[config.mk]
export PLATFORM = sky130hd
export DESIGN_NAME = seq_stage_ctrl
export DESIGN_NICKNAME = d
export VERILOG_FILES = /design/src/rtl/seq_pkg.sv /design/src/rtl/seq_perf_cnt.sv /design/src/rtl/seq_stage_ctrl.sv
export SDC_FILE = /design/constraint.sdc
export NUM_CORES = 1
export LEC_CHECK = 0
export CAP_MARGIN = 20
export CORE_MARGIN = 2
export CORE_UTILIZATION = 30
export CTS_CLUSTER_DIAMETER = 60
export DETAILED_ROUTE_END_ITERATION = 16
export HOLD_SLACK_MARGIN = 0.08
export PLACE_DENSITY_LB_ADDON = 0.1
export SLEW_MARGIN = 0
export SYNTH_ARGS = -nofsm -noshare
export SYNTH_HDL_FRONTEND = slang
export SYNTH_SLANG_ARGS = --single-unit
[constraint.sdc]
create_clock -name clk -period 2 [get_ports clk]
set_clock_uncertainty 0.1 [all_clocks]
set_input_delay 0.5 -clock clk [delete_from_list [all_inputs] [get_ports clk]]
set_output_delay 0.5 -clock clk [all_outputs]
set_load 0.005 [all_outputs]
[src/rtl/seq_pkg.sv]
// Shared types and constants for the sequential Y86-64 stage sequencer:
// FSM state encoding, status codes, icode values and the data-memory predicate.
package seq_pkg;

  typedef enum logic [2:0] {
    S_IDLE,
    S_FETCH,
    S_DECODE,
    S_EXECUTE,
    S_MEMORY,
    S_WRITEBACK,
    S_PCUPD,
    S_HALTED
  } state_e;

  localparam logic [2:0] STAT_AOK = 3'd1;
  localparam logic [2:0] STAT_HLT = 3'd2;
  localparam logic [2:0] STAT_ADR = 3'd3;
  localparam logic [2:0] STAT_INS = 3'd4;

  localparam logic [3:0] I_HALT   = 4'h0;
  localparam logic [3:0] I_NOP    = 4'h1;
  localparam logic [3:0] I_RRMOVQ = 4'h2;
  localparam logic [3:0] I_IRMOVQ = 4'h3;
  localparam logic [3:0] I_RMMOVQ = 4'h4;
  localparam logic [3:0] I_MRMOVQ = 4'h5;
  localparam logic [3:0] I_OPQ    = 4'h6;
  localparam logic [3:0] I_JXX    = 4'h7;
  localparam logic [3:0] I_CALL   = 4'h8;
  localparam logic [3:0] I_RET    = 4'h9;
  localparam logic [3:0] I_PUSHQ  = 4'hA;
  localparam logic [3:0] I_POPQ   = 4'hB;

  // Instructions that touch data memory and therefore wait on mem_ack.
  function automatic logic needs_dmem(input logic [3:0] icode);
    return (icode == I_RMMOVQ) || (icode == I_MRMOVQ) ||
           (icode == I_CALL)   || (icode == I_RET)    ||
           (icode == I_PUSHQ)  || (icode == I_POPQ);
  endfunction

endpackage

[src/rtl/seq_perf_cnt.sv]
// Performance counters for the stage sequencer: active cycles and retired
// instructions, both 64-bit and wrapping.
module seq_perf_cnt (
  input  logic        clk,
  input  logic        rst,
  input  logic        busy,
  input  logic        retire,
  output logic [63:0] cycle_cnt,
  output logic [63:0] instr_cnt
);

  logic [63:0] cycle_cnt_q, cycle_cnt_d;
  logic [63:0] instr_cnt_q, instr_cnt_d;

  always_comb begin
    cycle_cnt_d = busy   ? cycle_cnt_q + 64'd1 : cycle_cnt_q;
    instr_cnt_d = retire ? instr_cnt_q + 64'd1 : instr_cnt_q;
  end

  always_ff @(posedge clk) begin
    if (rst) begin
      cycle_cnt_q <= '0;
      instr_cnt_q <= '0;
    end else begin
      cycle_cnt_q <= cycle_cnt_d;
      instr_cnt_q <= instr_cnt_d;
    end
  end

  assign cycle_cnt = cycle_cnt_q;
  assign instr_cnt = instr_cnt_q;

endmodule

[src/rtl/seq_stage_ctrl.sv]
// Multi-cycle stage sequencer for the sequential Y86-64 core.
// Define SEQ_PERF_CNT_EN to build the cycle/instruction counters.
module seq_stage_ctrl
  import seq_pkg::*;
(
  input  logic        clk,
  input  logic        rst,
  input  logic        start,
  input  logic [3:0]  icode,
  input  logic        instr_validity,
  input  logic        imem_error,
  input  logic        mem_ack,
  input  logic        dmem_error,
  output logic        fetch_en,
  output logic        decode_en,
  output logic        execute_en,
  output logic        memory_en,
  output logic        writeback_en,
  output logic        pc_en,
  output logic        mem_req,
  output logic [2:0]  stat,
  output logic        busy,
  output logic [63:0] cycle_cnt,
  output logic [63:0] instr_cnt
);

  state_e     state_q, state_d;
  logic [3:0] icode_q, icode_d;
  logic [2:0] stat_q,  stat_d;

  always_comb begin
    // NOTE: hold-current defaults before the case keep this block latch-free.
    state_d = state_q;
    icode_d = icode_q;
    stat_d  = stat_q;
    case (state_q)
      S_IDLE:      if (start) state_d = S_FETCH;
      S_FETCH: begin
        icode_d = icode;
        if (imem_error) begin
          state_d = S_HALTED;
          stat_d  = STAT_ADR;
        end else if (!instr_validity) begin
          state_d = S_HALTED;
          stat_d  = STAT_INS;
        end else if (icode == I_HALT) begin
          state_d = S_HALTED;
          stat_d  = STAT_HLT;
        end else begin
          state_d = S_DECODE;
        end
      end
      S_DECODE:    state_d = S_EXECUTE;
      S_EXECUTE:   state_d = S_MEMORY;
      S_MEMORY: begin
        // Memory instructions hold here until the access completes.
        if (!needs_dmem(icode_q)) begin
          state_d = S_WRITEBACK;
        end else if (mem_ack) begin
          if (dmem_error) begin
            state_d = S_HALTED;
            stat_d  = STAT_ADR;
          end else begin
            state_d = S_WRITEBACK;
          end
        end
      end
      S_WRITEBACK: state_d = S_PCUPD;
      S_PCUPD:     state_d = S_FETCH;
      S_HALTED:    state_d = S_HALTED;
      default:     state_d = S_IDLE;
    endcase
  end

  // NOTE: reset is sampled on the clock edge, and all state uses <= so every
  // flop sees the pre-edge values of its neighbours.
  always_ff @(posedge clk) begin
    if (rst) begin
      state_q <= S_IDLE;
      icode_q <= I_NOP;
      stat_q  <= STAT_AOK;
    end else begin
      state_q <= state_d;
      icode_q <= icode_d;
      stat_q  <= stat_d;
    end
  end

  // Outputs depend only on registered state, never directly on inputs.
  assign fetch_en     = (state_q == S_FETCH);
  assign decode_en    = (state_q == S_DECODE);
  assign execute_en   = (state_q == S_EXECUTE);
  assign memory_en    = (state_q == S_MEMORY);
  assign writeback_en = (state_q == S_WRITEBACK);
  assign pc_en        = (state_q == S_PCUPD);
  assign mem_req      = (state_q == S_MEMORY) && needs_dmem(icode_q);
  assign busy         = (state_q != S_IDLE) && (state_q != S_HALTED);
  assign stat         = stat_q;

`ifdef SEQ_PERF_CNT_EN
  logic retire;
  assign retire = (state_q == S_PCUPD);

  seq_perf_cnt u_perf_cnt (
    .clk       (clk),
    .rst       (rst),
    .busy      (busy),
    .retire    (retire),
    .cycle_cnt (cycle_cnt),
    .instr_cnt (instr_cnt)
  );
`else
  assign cycle_cnt = '0;
  assign instr_cnt = '0;
`endif

endmodule
==> impl_metrics.yaml, run 1 <==
run_status:
  status: "finished clean"
final_layout:
  antennaDiodeCount: 0
  final_common_cell: "conb_1"
  syn_to_final_growth_pct: -4.19
  design_area_um2: 1430
  nets: 235
  fillers: 559
  drive_gt1_share_pct: 15.2
  mostFrequentLayoutCells: "conb_1 (128), buf_4 (16), clkdlybuf4s50_1 (13)"
  seqCellArea_um2: 189
  multi_input_area_um2: 785
min_path:
  hp-class: "flip-flop to flip-flop"
synthesis:
  synthXorXnorAreaFrac_pct: 0
  synthAdderAreaFrac_pct: 0
  ys_warn_count: 0
  ys_top_cells_by_area: "buf_4 (64%), dfxtp_1 (12%), mux2i_1 (3.4%), nor2_1 (2.8%), buf_6 (2.3%)"
  synth-compound-area-share_pct: 4.95
  syn_area_um2: 1490
  synth_cells: 187
  avgSynthCellArea_um2: 7.98
  synth_simple_gate_area_share_pct: 11.7
  synth_cell_types: 29
  ys_ff_latch: 9
  synth_mux_area_share_pct: 3.35
  synth_top_area_share_pct: 64.4
  synth_top_family_by_area: "buffers and inverters"
  yosys.area.top_type: "buf_4"
  ys_seq_area_share_pct: 12.1
die:
  row_count: 25
  die_width_um: 74.5
  num_io_pins: 150
  dieArea_um2: 5560
  initial_core_util_pct: 31.4
  coreArea_um2: 4750
  die_y_um: 74.5
global_route:
  grt_pass1_vias: 598
  grt_max_degree: 10
  grt_overflow_total: 0
  grt_pass1_wl_um: 2770
  track_usage_pct: 6.92
  antenna_found_initial: 0
timing:
  post-route-period-util_pct: 95.7
  finalHoldViolCount: 0
  post-route-min-period_ns: 1.91
  grt_setup_unrepaired: "false"
  fin_ws_ns: 0.0855
  setup_violations: 0
  slew_viol_final: 0
  max_freq_ghz: 0.522
worst_setup_path:
  cp.arrival_ns: 1.31
  r2r-start: "state_q[2]"
  cp_cell_sequence: "nor3b_4 -> buf_4 -> o21a_4 -> dlygate4sd2_1"
  cp_top_family: "buffers and inverters"
  worstSetupPathType: "flip-flop to output port"
  cp-start-kind: "flip-flop"
  path_buf_inv: 2
  slowest_stage: "dfxtp_4"
  worstSetupPathDepth: 4
  critical_path.max_fanout: 7
  crit_path_end_kind: "output port"
  rr_endpoint: "state_q[1]"
  r2r_cells: 6
  crit_path_end: "mem_req"
  crit_path_max_incr_delay_ns: 0.36
  crit_start: "state_q[1]"
  rrSetupSlack_ns: 0.42
  crit_required_ns: 1.40
clocking:
  clockBufferDepth: 2
  clk_latency_ns: 0.23
  clk_transition_reported_paths_ns: 0.04
  cts.sinks: 9
  htree_levels: 1
  numCtsBuffers: 3
  cts_root_buffer: "clkbuf_8"
  cts_tree: "done"
pwr:
  ir_drop_uv: 160
  p_leak_uw: 0.000828
  powerDensity_nw_per_um2: 514
detailed_routing:
  vias_per_cell: 2.93
  drt_iter0_markers: 11
  drc: 0
  wl_um: 2130
  wl_per_cell_um: 7.35
  ant_nets: 0
  num_vias: 851
  firstDrtPassIters: 2
placed_design:
  io_buffers: 21
  gp_congestion: 0.654
  dp_hpwl_um: 1810
  place_area_um2: 1350
  pre_cts_slack_ns: -0.130
flow_run:
  max_cap_viol_count: 0
-- flip-flops by register name (all words and copies together) (netlist names) --
register  count
icode_q       3
state_q       3
stat          3
-- metrics by stage --
step | setup TNS [ns] | instances | hold slack (ns) | utilization (%) | power (µW)
2_1_floorplan | 0 | 314 | 0.361 | - | 587
3_3_place_gp | -0.281 | 281 | 0.368 | 28.3 | 518
3_5_place_dp | -0.370 | 281 | 0.360 | 28.3 | 514
4_1_cts | 0 | 290 | 0.371 | 30.2 | 742
5_1_grt | 0 | 290 | 0.396 | 30.1 | 804
6_report | 0 | 290 | 0.363 | 30.1 | 736
-- worst register-to-register path: stages (launching register included) --
cell and delay (ns):
dfxtp_2 0.32, nor3b_4 0.15, buf_4 0.14, o21a_4 0.12, buf_4 0.13, a221o_1 0.36, nor3_1 0.17
-- cell type report --
type	count	area share [%]
clock buffer	4	3.15
inverter	3	0.787
multi-input combinational	170	54.9
sequential	9	13.2
tap	67	5.86
timing repair buffer	37	22.1
-- power by group --
part,internal (µW),switching (µW)
registers,206,26.7
logic,145,149
clock network,139,70.4
total,489,246
-- kinds of logic (layout without fill, tap and decap cells) --
group / count (synthesis) / in the layout
other: 1 / 128
multiplexers: 5 / 5
AO/OA/AOI/OAI: 9 / 9
buffers and inverters: 135 / 44
AND/OR/NAND/NOR: 28 / 28
flip-flops: 9 / 9
-- worst min-delay path by stage --
stage                     from          to  slack (ns)  cells past startpoint
floorplan           icode_q[1]  icode_q[1]        0.36                      2
global placement       stat[1]     stat[1]        0.37                      1
global route           stat[1]     stat[1]        0.40                      1
finish                 stat[1]     stat[1]        0.36                      1
detailed placement     stat[1]     stat[1]        0.36                      1
CTS                    stat[1]     stat[1]        0.37                      1
-- cells in the mapped netlist (all sizes together) --
| master | count |
|---|---|
| clkbuf | 1 |
| inv | 3 |
| nor3 | 4 |
| o21ai | 1 |
| a31oi | 1 |
| nand2 | 3 |
| nor3b | 2 |
| a21oi | 2 |
| nor2b | 1 |
| dfxtp | 9 |
| conb | 1 |
| nand2b | 1 |
| a221oi | 1 |
| mux2i | 5 |
| buf | 131 |
| or4 | 1 |
| nor2 | 11 |
| or2b | 1 |
| nand3b | 1 |
| o21a | 2 |
| a221o | 1 |
| and3 | 3 |
| a32o | 1 |
-- per-layer routing --
layer | global-route usage, % | vias to the layer above | routed length [µm]
li1 | - | 408 | -
met2 | 10.9 | 79 | 1000
met5 | 0 | - | 0
met3 | 3.12 | 4 | 359
met4 | 4.17 | 0 | 31
met1 | 7.64 | 360 | 739
-- repair_timing --
action	in CTS	in global routing
hold buffers	0	0
pin swaps	1	0
endpoints found under the setup margin	8	1
gates resized for setup	14	2
buffers inserted	5	0
Note: power is estimated with default switching activity, not from simulation.
==> inputs of run 2 (changes only) <==
--- a/config.mk
+++ b/config.mk
@@ -15,4 +15,5 @@
 export SLEW_MARGIN = 0
 export SYNTH_ARGS = -nofsm -noshare
 export SYNTH_HDL_FRONTEND = slang
+export SYNTH_HIERARCHICAL = 1
 export SYNTH_SLANG_ARGS = --single-unit
==> results of run 2 <==
Final layout, timing and power as in run 1 (identical DEF).
Among the figures that moved: Yosys warning count 0 -> 6
